==> src/rtl/seven_seg_scan_driver.sv <==
// -----------------------------------------------------------------------------
// seven_seg_scan_driver
//
// Purpose:
//     Multiplexed NUM_DIGITS-digit hex display driver for 7-segment banks.
//     A packed hex value and its decimal points are captured through a
//     load/ready handshake into a shadow register. The shadow is copied into
//     the displayed register only at the end of a full scan frame, so a frame
//     never mixes old and new digits. One digit is driven per refresh slot.
//     The driver also provides leading-zero blanking, per-digit decimal points
//     and whole-display blinking.
//
// Parameters:
//     NUM_DIGITS    digits scanned (>= 1); value width is 4*NUM_DIGITS
//     REFRESH_DIV   clk cycles per digit slot (>= 2)
//     BLINK_FRAMES  full scan frames per blink half-period (>= 1)
//     ACTIVE_LOW    1: seg/dp/digit_sel are active-low; 0: active-high
//
// Ports:
//     clk_i          system clock; all logic runs on the rising edge
//     reset_i        synchronous, active-high reset
//     value_i        packed hex digits; [3:0] is digit 0 (rightmost)
//     dp_in_i        decimal point per digit, captured together with value_i
//     load_i         capture request; accepted only while ready_o = 1
//     lz_en_i        leading-zero suppression enable (live, not captured)
//     blink_en_i     blink enable (live)
//     ready_o        1 = no update pending, a load is accepted
//     seg_o          segments, bit 0 = a ... bit 6 = g
//     dp_o           decimal point of the active digit
//     digit_sel_o    one-hot digit enable
// -----------------------------------------------------------------------------
module seven_seg_scan_driver #(
    parameter int NUM_DIGITS   = 4,
    parameter int REFRESH_DIV  = 50000,
    parameter int BLINK_FRAMES = 64,
    parameter bit ACTIVE_LOW   = 1'b1
) (
    input  logic                    clk_i,
    input  logic                    reset_i,
    input  logic [4*NUM_DIGITS-1:0] value_i,
    input  logic [NUM_DIGITS-1:0]   dp_in_i,
    input  logic                    load_i,
    input  logic                    lz_en_i,
    input  logic                    blink_en_i,
    output logic                    ready_o,
    output logic [6:0]              seg_o,
    output logic                    dp_o,
    output logic [NUM_DIGITS-1:0]   digit_sel_o
);

    // -------------------------------------------------------------------------
    // Widths and constants
    // -------------------------------------------------------------------------
    // Counters need at least one bit even when they only ever hold 0.
    localparam int IDX_W   = (NUM_DIGITS > 1)   ? $clog2(NUM_DIGITS)   : 1;
    localparam int PRESC_W = $clog2(REFRESH_DIV);
    localparam int BLINK_W = (BLINK_FRAMES > 1) ? $clog2(BLINK_FRAMES) : 1;
    localparam int VAL_W   = 4 * NUM_DIGITS;

    localparam logic [PRESC_W-1:0] PRESC_LAST = PRESC_W'(REFRESH_DIV - 1);
    localparam logic [IDX_W-1:0]   IDX_LAST   = IDX_W'(NUM_DIGITS - 1);
    localparam logic [BLINK_W-1:0] BLINK_LAST = BLINK_W'(BLINK_FRAMES - 1);

    // Pin levels for "everything off" in the selected polarity.
    localparam logic [6:0]            SEG_OFF  = {7{ACTIVE_LOW}};
    localparam logic                  DP_OFF   = ACTIVE_LOW;
    localparam logic [NUM_DIGITS-1:0] DSEL_OFF = {NUM_DIGITS{ACTIVE_LOW}};

    // -------------------------------------------------------------------------
    // Hex to segment decode, active-high form (bit 0 = a ... bit 6 = g)
    // -------------------------------------------------------------------------
    function automatic logic [6:0] hex_to_seg(input logic [3:0] nib);
        logic [6:0] seg;
        seg = 7'h00;
        case (nib)
            4'h0: seg = 7'h3F;
            4'h1: seg = 7'h06;
            4'h2: seg = 7'h5B;
            4'h3: seg = 7'h4F;
            4'h4: seg = 7'h66;
            4'h5: seg = 7'h6D;
            4'h6: seg = 7'h7D;
            4'h7: seg = 7'h07;
            4'h8: seg = 7'h7F;
            4'h9: seg = 7'h6F;
            4'hA: seg = 7'h77;
            4'hB: seg = 7'h7C;
            4'hC: seg = 7'h39;
            4'hD: seg = 7'h5E;
            4'hE: seg = 7'h79;
            4'hF: seg = 7'h71;
            default: seg = 7'h00;
        endcase
        return seg;
    endfunction

    // Bit i is set when digit i and every digit to its left are zero.
    // The running AND walks from the most significant digit downwards.
    function automatic logic [NUM_DIGITS-1:0] upper_zero_mask(
        input logic [VAL_W-1:0] v
    );
        logic [NUM_DIGITS-1:0] mask;
        logic                  all_zero;
        mask     = '0;
        all_zero = 1'b1;
        for (int i = NUM_DIGITS - 1; i >= 0; i--) begin
            all_zero = all_zero && (v[4*i +: 4] == 4'h0);
            mask[i]  = all_zero;
        end
        return mask;
    endfunction

    // -------------------------------------------------------------------------
    // State
    // -------------------------------------------------------------------------
    logic [VAL_W-1:0]      disp_val_q,   disp_val_d;
    logic [NUM_DIGITS-1:0] disp_dp_q,    disp_dp_d;
    logic [VAL_W-1:0]      pend_val_q,   pend_val_d;
    logic [NUM_DIGITS-1:0] pend_dp_q,    pend_dp_d;
    logic                  pend_valid_q, pend_valid_d;
    logic [PRESC_W-1:0]    presc_q,      presc_d;
    logic [IDX_W-1:0]      scan_idx_q,   scan_idx_d;
    logic [BLINK_W-1:0]    blink_cnt_q,  blink_cnt_d;
    logic                  blink_phase_q, blink_phase_d;
    logic [6:0]            seg_q,        seg_d;
    logic                  dp_q,         dp_d;
    logic [NUM_DIGITS-1:0] digit_sel_q,  digit_sel_d;

    // Combinational helpers
    logic                  ready;
    logic                  tick;
    logic                  frame_end;
    logic [NUM_DIGITS-1:0] upper_zero;
    logic [3:0]            cur_nib;
    logic                  cur_dp;
    logic                  cur_blank;
    logic [NUM_DIGITS-1:0] sel_onehot;
    logic [6:0]            seg_raw;
    logic                  dp_raw;

    // Nothing can be pending while ready is high, so a load and a commit
    // can never coincide.
    assign ready      = ~pend_valid_q;
    assign upper_zero = upper_zero_mask(disp_val_q);

    // -------------------------------------------------------------------------
    // Next-state logic
    // -------------------------------------------------------------------------
    always_comb begin
        // NOTE: every variable driven here gets a default first, so no path
        // leaves it unassigned and no latch is inferred.
        tick          = (presc_q == PRESC_LAST);
        frame_end     = tick && (scan_idx_q == IDX_LAST);

        presc_d       = tick ? '0 : presc_q + 1'b1;
        scan_idx_d    = scan_idx_q;
        disp_val_d    = disp_val_q;
        disp_dp_d     = disp_dp_q;
        pend_val_d    = pend_val_q;
        pend_dp_d     = pend_dp_q;
        pend_valid_d  = pend_valid_q;
        blink_cnt_d   = blink_cnt_q;
        blink_phase_d = blink_phase_q;

        cur_nib       = 4'h0;
        cur_dp        = 1'b0;
        cur_blank     = 1'b0;
        sel_onehot    = '0;

        // Digit scan; with a single digit the index simply stays at 0.
        if (tick) begin
            scan_idx_d = (scan_idx_q == IDX_LAST) ? '0 : scan_idx_q + 1'b1;
        end

        // Load into the shadow register.
        if (load_i && ready) begin
            pend_val_d   = value_i;
            pend_dp_d    = dp_in_i;
            pend_valid_d = 1'b1;
        end

        // Commit at the frame boundary so the next frame starts cleanly on
        // digit 0 with the new data.
        if (frame_end && pend_valid_q) begin
            disp_val_d   = pend_val_q;
            disp_dp_d    = pend_dp_q;
            pend_valid_d = 1'b0;
        end

        // Blink timing: counts whole frames while enabled; disabling clears it
        // so a re-enable always starts with a visible half-period.
        if (!blink_en_i) begin
            blink_cnt_d   = '0;
            blink_phase_d = 1'b0;
        end else if (frame_end) begin
            if (blink_cnt_q == BLINK_LAST) begin
                blink_cnt_d   = '0;
                blink_phase_d = ~blink_phase_q;
            end else begin
                blink_cnt_d = blink_cnt_q + 1'b1;
            end
        end

        // Select the active digit's data.
        for (int i = 0; i < NUM_DIGITS; i++) begin
            if (scan_idx_q == IDX_W'(i)) begin
                cur_nib       = disp_val_q[4*i +: 4];
                cur_dp        = disp_dp_q[i];
                // Digit 0 is never blanked so an all-zero value still shows "0".
                cur_blank     = lz_en_i && (i != 0) && upper_zero[i];
                sel_onehot[i] = 1'b1;
            end
        end

        // Blanking removes only the segments; the decimal point still follows
        // the captured dp bit. Blink removes both but keeps the scan running.
        seg_raw = cur_blank ? 7'h00 : hex_to_seg(cur_nib);
        dp_raw  = cur_dp;
        if (blink_phase_q) begin
            seg_raw = 7'h00;
            dp_raw  = 1'b0;
        end

        seg_d       = seg_raw ^ SEG_OFF;
        dp_d        = dp_raw ^ DP_OFF;
        digit_sel_d = sel_onehot ^ DSEL_OFF;
    end

    // -------------------------------------------------------------------------
    // Registers
    // -------------------------------------------------------------------------
    always_ff @(posedge clk_i) begin
        // NOTE: state is updated with non-blocking assignments so every
        // register samples the values from before this clock edge.
        if (reset_i) begin
            // NOTE: the shadow data is cleared as well, not only its valid bit,
            // so a pending update is discarded and nothing stale survives reset.
            disp_val_q    <= '0;
            disp_dp_q     <= '0;
            pend_val_q    <= '0;
            pend_dp_q     <= '0;
            pend_valid_q  <= 1'b0;
            presc_q       <= '0;
            scan_idx_q    <= '0;
            blink_cnt_q   <= '0;
            blink_phase_q <= 1'b0;
            seg_q         <= SEG_OFF;
            dp_q          <= DP_OFF;
            digit_sel_q   <= DSEL_OFF;
        end else begin
            disp_val_q    <= disp_val_d;
            disp_dp_q     <= disp_dp_d;
            pend_val_q    <= pend_val_d;
            pend_dp_q     <= pend_dp_d;
            pend_valid_q  <= pend_valid_d;
            presc_q       <= presc_d;
            scan_idx_q    <= scan_idx_d;
            blink_cnt_q   <= blink_cnt_d;
            blink_phase_q <= blink_phase_d;
            seg_q         <= seg_d;
            dp_q          <= dp_d;
            digit_sel_q   <= digit_sel_d;
        end
    end

    // -------------------------------------------------------------------------
    // Outputs
    // -------------------------------------------------------------------------
    assign ready_o     = ready;
    assign seg_o       = seg_q;
    assign dp_o        = dp_q;
    assign digit_sel_o = digit_sel_q;

endmodule

==> config.mk <==
export PLATFORM = sky130hd
export DESIGN_NAME = seven_seg_scan_driver
export DESIGN_NICKNAME = d
export VERILOG_FILES = /design/src/rtl/seven_seg_scan_driver.sv
export SDC_FILE = /design/constraint.sdc
export NUM_CORES = 1
export LEC_CHECK = 0
export BUFFER_PORTS_ARGS = -buffer_cell sky130_fd_sc_hd__buf_2
export CORE_MARGIN = 10
export CORE_UTILIZATION = 58
export DETAILED_ROUTE_END_ITERATION = 16
export PLACE_DENSITY = 0.81
export SYNTH_ARGS = -nofsm -noshare
export SYNTH_HDL_FRONTEND = slang
export SYNTH_SLANG_ARGS = --single-unit
==> constraint.sdc <==
create_clock -name clk_i -period 3.33 [get_ports clk_i]
set_clock_uncertainty 0.15 [all_clocks]
set_input_delay 0.1665 -clock clk_i [delete_from_list [all_inputs] [get_ports clk_i]]
set_output_delay 0.1665 -clock clk_i [all_outputs]
set_load 0.02 [all_outputs]
==> results.md, run 1 <==
Status
• run status: complete, no violations

Die
• die width: 96.2 µm
• Core ar.: 5570 µm²
• effective utilization at floorplan: 60.4%
• Die Y: 96.2 µm
• count of boundary I/O pins: 38
• count of standard-cell rows: 27
• Die Area: 9250 µm²

Min path
• Hold Path Depth: 2
• class of the most critical hold timing path: input port to flop

Routing
• Antenna Nets Post-Route: 0
• vias post-DR: 2696
• overall routed net length: 6.84 mm
• 1st-pass router iterations: 4
• first-iteration detailed-routing DRC count: 139
• Vias/cell: 5.30
• mean routed wirelength per cell: 13.4 µm
• remaining routing DRC violations: 0

STA
• RSZ-0062 raised after global routing: no
• number of setup violations in the final report: 0
• slew at the pin with the worst max-slew slack: 0.855 ns
• achievable frequency: 340 MHz
• fraction of the cycle the final worst path needs: 88.3%
• slew margin rel.: 43.0%
• total negative slack for setup checks: 0 ns
• count of final max-slew check failures: 0
• hold violation count in the final report: 0
• minimum clock period: 2.94 ns

CTS
• post_cts resized: 0
• number of H-tree levels: 3
• clk sinks: 78
• total clock buffers created by CTS: 9
• Clk pin slew, worst setup/hold paths: 0.08 ns
• CTS tree: done
• Root Driver: sky130_fd_sc_hd__clkbuf_8
• worst-case clock buffer depth: 2
• number of post-CTS setup repair buffers: 0
• hold-fix buffers at CTS: 22
• clock latency reported for the late side of the worst-skew pair: 0.35 ns

Cells and area
• Area growth, synth to finish: 18.8%
• final-stage net count: 469
• number of standard cells in the final layout excluding fillers: 509
• multi-input combinational cell area: 1670 µm²
• count of inserted antenna diode cells: 0
• Fill cells: 423
• ratio of cells with drive above 1 in the final layout: 15.3%
• Sequential cell area: 1560 µm²

Worst setup path
• Reg2Reg Capture Point: seg_o[3]
• Worst Setup SP: scan_idx_q[1]
• CP max FO: 11
• worst r2r src: scan_idx_q[1]
• data required time at the worst endpoint: 3.40 ns
• Critical Path Source Type: flop
• arrival time of the worst setup path: 3.01 ns
• reg2reg path depth: 10
• termination of the worst setup path: seg_o[3]
• Worst Setup Path Type: flop to flop
• Setup crit end kind: flop
• Worst R2R Setup Slack: 0.39 ns

Global routing
• antenna violations before repair: 0
• global-route usage over all layers: 15.5%
• via count of the first global-routing pass: 2531
• wire length of the first global-routing pass: 11.5 mm
• total global routing overflow: 0
• pin count of the biggest net entering global routing: 53

Synth
• Syn Inst Count: 376
• Primary FF master, synth: sky130_fd_sc_hd__dfxtp_1
• share of Yosys cell area claimed by the top area cell type: 46.4%
• synthesized area divided by synthesized cell count: 8.95 µm²
• proportion of synthesized chip area in sequential cells: 46.4%
• synth unique cells: 42
• count of yosys warnings during synthesis: 0
• area of the mapped netlist: 3370 µm²
• number of synthesized flops with an enable pin: 0
• FFs w/ async S/R, synth: 0%
• #FFs+latches synth: 78
• cell with the most instances after synthesis: sky130_fd_sc_hd__dfxtp_1
• biggest area consumer among synthesized cells: sky130_fd_sc_hd__dfxtp_1
• top cells by area, synth: sky130_fd_sc_hd__dfxtp_1, sky130_fd_sc_hd__mux2i_1, sky130_fd_sc_hd__nand2_1
• commonest cells in the synthesized netlist: sky130_fd_sc_hd__dfxtp_1, sky130_fd_sc_hd__nand2_1, sky130_fd_sc_hd__nor2_1
• net count after synthesis: 413

Placement
• DP HPWL: 4.70 mm
• RD Place Congestion: 0.890
• number of port buffers: 37
• Inst Count DP: 471

Power and ir drop
• total leakage power: 0.00168 µW
• worst vdd ir: 298 µV
• pwr dens: 444 nW/µm²

Job
• max-cap viol count: 0

## area by class of cell
cell class                 count  area share (%)
multi-input combinational    269            41.8
sequential                    78            39.0
timing repair buffer          63            10.9
clock buffer                   9            3.10
tap                           72            2.25
clock inverter                 7            1.85
inverter                      11            1.03
## report_power, final
part,internal (µW),leakage (µW),switching [µW],total [µW]
Sequential,954,0.000635,11.2,965
Clock,348,0.0000996,358,707
Combinational,48.1,0.000946,53.8,102
Total,1350,0.00168,423,1770
## worst min-delay path by stage
stage	startpoint	end	slack, ns
6_report	reset_i	disp_val_q[5]	0.26
5_1_grt	reset_i	disp_val_q[7]	0.30
4_1_cts	lz_en_i	seg_o[3]	0.25
3_5_place_dp	value_i[6]	pend_val_q[6]	0.26
3_3_place_gp	value_i[3]	pend_val_q[3]	0.26
2_1_floorplan	dp_in_i[0]	pend_dp_q[0]	0.15
## layer usage
metal | track usage (%) | part of all wire (%)
met2 | 24.2 | 47
met5 | 0 | 0
met4 | 7.62 | 1.3
met1 | 19.7 | 46
met3 | 3.74 | 5.7
## kinds of logic after synthesis
family	count (synthesis)	synth area share [%]
adders and majority gates	12	4.46
and+or+nand+nor	161	23.5
buffers and inverters	29	3.94
xor gates and xnor gates	16	4.16
muxes	27	8.06
DFF	78	46.4
AOI/OAI and AO/OA	53	9.51
## layout by cell type (no fill, tap or decap), types with 5 or more instances in the layout
cell type,count
sky130_fd_sc_hd__ha_1,12
sky130_fd_sc_hd__nor2b_1,6
sky130_fd_sc_hd__buf_2,37
sky130_fd_sc_hd__dfxtp_1,78
sky130_fd_sc_hd__nor2_1,48
sky130_fd_sc_hd__o21ai_0,5
sky130_fd_sc_hd__o221ai_1,6
sky130_fd_sc_hd__nand2b_1,5
sky130_fd_sc_hd__clkbuf_8,9
sky130_fd_sc_hd__xor2_1,7
sky130_fd_sc_hd__inv_1,11
sky130_fd_sc_hd__mux2i_1,26
sky130_fd_sc_hd__nand2_1,60
sky130_fd_sc_hd__nand3_1,11
sky130_fd_sc_hd__a21oi_1,32
sky130_fd_sc_hd__dlygate4sd3_1,22
sky130_fd_sc_hd__xnor2_1,9
## critical path, cell delays in order (launching register included)
cell                       delay (ns)
sky130_fd_sc_hd__dfxtp_1         0.38
sky130_fd_sc_hd__inv_1           0.08
sky130_fd_sc_hd__ha_1            0.30
sky130_fd_sc_hd__nor2b_1         0.19
sky130_fd_sc_hd__a22oi_1         0.10
sky130_fd_sc_hd__a221oi_1        0.66
sky130_fd_sc_hd__inv_1           0.22
sky130_fd_sc_hd__ha_1            0.37
sky130_fd_sc_hd__mux2i_1         0.15
sky130_fd_sc_hd__mux2_2          0.16
sky130_fd_sc_hd__nand2_1         0.04
## registers in the layout (all words and copies together) (netlist names)
signal,flops
blink_cnt_q,6
pend_valid_q,1
scan_idx_q,2
pend_val_q,16
disp_val_q,16
blink_phase_q,1
presc_q,16
digit_sel_o,4
seg_o,7
disp_dp_q,4
dp_o,1
pend_dp_q,4
## per-stage QoR
stage	util, %	total power [µW]	cell area (µm²)	worst slack (ns)	hold slack (ns)
after floorplan	-	1040	3370	0.696	0.152
after global placement	64.2	1070	3580	0.562	0.256
after detailed placement	64.2	1070	3580	0.438	0.263
after CTS	71.7	1790	4000	0.421	0.246
after global routing	71.7	1840	4000	0.171	0.300
final	71.7	1770	4000	0.388	0.255
Power figures use the tool's default switching activity.
==> inputs of run 2 (changes only) <==
==> constraint.sdc (replaced) <==
create_clock -name clk_i -period 3.33 [get_ports clk_i]
set_clock_uncertainty 0.15 [all_clocks]
set_input_delay 0.666 -clock clk_i [delete_from_list [all_inputs] [get_ports clk_i]]
set_output_delay 0.666 -clock clk_i [all_outputs]
set_load 0.02 [all_outputs]
==> run 2 against run 1 <==
  * Sequential cell count unchanged
  * Non-clock buffer count is 20 lower
  * Core utilization down 3.5 points
  * Register-to-register slack got worse by 0.04 ns
  * Via count fell by 2.3%
==> results.md, run 2 (synthesis gave the netlist of run 1 again) <==
Status
• run status: complete, no violations

CTS
• CTS tree: done
• hold-fix buffers at CTS: 0
• Clk pin slew, worst setup/hold paths: 0.09 ns
• number of post-CTS setup repair buffers: 0
• clk sinks: 78
• worst-case clock buffer depth: 2
• clock latency reported for the late side of the worst-skew pair: 0.36 ns
• Root Driver: sky130_fd_sc_hd__clkbuf_8
• number of H-tree levels: 3
• total clock buffers created by CTS: 9
• post_cts resized: 0

Die
• Die Y: 96.2 µm
• count of boundary I/O pins: 38
• Core ar.: 5570 µm²
• effective utilization at floorplan: 60.4%
• die width: 96.2 µm
• Die Area: 9250 µm²
• count of standard-cell rows: 27

Global routing
• antenna violations before repair: 0
• global-route usage over all layers: 15.9%
• global-route track usage on met3: 5.06%
• pin count of the biggest net entering global routing: 37
• wire length of the first global-routing pass: 11.7 mm
• met2 routing resource usage after global routing: 24.6%
• busiest metal layer after global routing: met2
• via count of the first global-routing pass: 2549
• total global routing overflow: 0
• global routing usage on met1: 19.8%

Placement
• number of port buffers: 37
• Worst Setup Slack post-DPL: 0.400 ns
• DP HPWL: 4.90 mm
• Inst Count DP: 473
• placed standard-cell area: 3600 µm²
• RD Place Congestion: 0.902

Worst setup path
• data required time at the worst endpoint: 3.41 ns
• Setup crit end kind: flop
• arrival time of the worst setup path: 3.06 ns
• Critical Path Source Type: flop
• Worst Setup Path Type: flop to flop
• CP max FO: 11

Power and ir drop
• Int Power: 1360 µW
• combinational cell fraction of total power: 4.6%
• worst vdd ir: 315 µV
• net switching fraction of the power: 23.7%
• total leakage power: 0.00159 µW
• net switching power: 422 µW
• Seq pwr share: 54.3%
• pwr dens: 467 nW/µm²
• clock network fraction of total power: 41.1%

Min path
• class of the most critical hold timing path: flop to flop

Routing
• mean routed wirelength per cell: 13.9 µm
• overall routed net length: 6.81 mm
• Vias/cell: 5.38
• remaining routing DRC violations: 0
• Antenna Nets Post-Route: 0
• 1st-pass router iterations: 4
• first-iteration detailed-routing DRC count: 124
• vias post-DR: 2633

Cells and area
• ratio of cells with drive above 1 in the final layout: 16.5%
• count of inserted antenna diode cells: 0
• number of standard cells in the final layout excluding fillers: 489
• cell area after layout: 3800 µm²
• fraction of the core area covered by cells at the end of the flow: 68.2%
• biggest registers after layout: disp_val_q x16, pend_val_q x16, presc_q x16
• final-stage net count: 449
• Fill cells: 457
• most used cells in the layout excluding fill and tap cells: sky130_fd_sc_hd__dfxtp_1, sky130_fd_sc_hd__nand2_1, sky130_fd_sc_hd__nor2_1, sky130_fd_sc_hd__buf_2, sky130_fd_sc_hd__a21oi_1
• Area growth, synth to finish: 13.0%
• most frequent standard cell in the layout excluding fill and tap cells: sky130_fd_sc_hd__dfxtp_1

STA
• fin worst setup slack: 0.345 ns
• slew at the pin with the worst max-slew slack: 0.798 ns
• minimum clock period: 2.98 ns
• total negative slack for setup checks: 0 ns
• achievable frequency: 335 MHz
• slew margin rel.: 46.4%
• RSZ-0062 raised after global routing: no
• number of setup violations in the final report: 0
• count of final max-slew check failures: 0
• fraction of the cycle the final worst path needs: 89.6%
• hold violation count in the final report: 0

Job
• max-cap viol count: 0

-- run 2: cell count changes in the layout (fill, tap and decap cells not counted) --
cell                            change
sky130_fd_sc_hd__clkbuf_8           +1
sky130_fd_sc_hd__buf_4              +2
sky130_fd_sc_hd__clkinv_4           -1
sky130_fd_sc_hd__dlygate4sd3_1     -22
sky130_fd_sc_hd__clkinv_2           -2
sky130_fd_sc_hd__clkinvlp_4         +2
-- run 2: worst max-delay path, stage by stage, from the launching register on --
cell	delay, ns
sky130_fd_sc_hd__dfxtp_1	0.38
sky130_fd_sc_hd__inv_1	0.09
sky130_fd_sc_hd__ha_1	0.29
sky130_fd_sc_hd__nor2b_1	0.19
sky130_fd_sc_hd__a22oi_1	0.09
sky130_fd_sc_hd__a221oi_1	0.68
sky130_fd_sc_hd__inv_1	0.25
sky130_fd_sc_hd__ha_1	0.38
sky130_fd_sc_hd__mux2i_1	0.14
sky130_fd_sc_hd__mux2_2	0.16
sky130_fd_sc_hd__nand2_1	0.04
-- run 2: cell type report --
type	instances	area (µm²)	share of cell area (%)
multi-input cells	269	1670	44.0
flip-flops and latches	78	1560	41.1
repair buffers	43	230	6.05
clock buffers	10	138	3.62
well taps	72	90.1	2.37
clock inverters	6	70.1	1.84
inverters	11	41.3	1.09
-- run 2: path summary, 6_finish.rpt --
path                              endpoint  depth (start not counted)     startpoint  slack [ns]
worst min register to register  presc_q[0]                          1     presc_q[0]        0.30
worst max-delay path              seg_o[3]                         10  scan_idx_q[1]        0.35
worst max register to register    seg_o[3]                         10  scan_idx_q[1]        0.35
worst min-delay path            presc_q[0]                          1     presc_q[0]        0.30
-- run 2: power by group through the flow --
| stage | Sequential, µW | Combinational (µW) | Clock (µW) |
|---|---|---|---|
| after CTS | 966 | 82.9 | 741 |
| final | 966 | 81.9 | 730 |
| after detailed placement | 988 | 82.6 | 0 |
| after global placement | 987 | 80.2 | 0 |
| after floorplan | 991 | 49.0 | 0 |
| after global routing | 969 | 92.8 | 786 |
-- run 2: metrics by stage --
stage	power, µW	hold slack, ns
global route	1850	0.335
detailed placement	1070	0.284
finish	1780	0.295
floorplan	1040	0.263
global placement	1070	0.273
CTS	1790	0.296
-- run 2: per-layer routing --
| metal | wire, µm | up-vias |
|---|---|---|
| li1 | - | 1351 |
| met1 | 3130 | 1201 |
| met2 | 3090 | 69 |
| met3 | 478 | 12 |
| met4 | 116 | 0 |
| met5 | 0 | - |
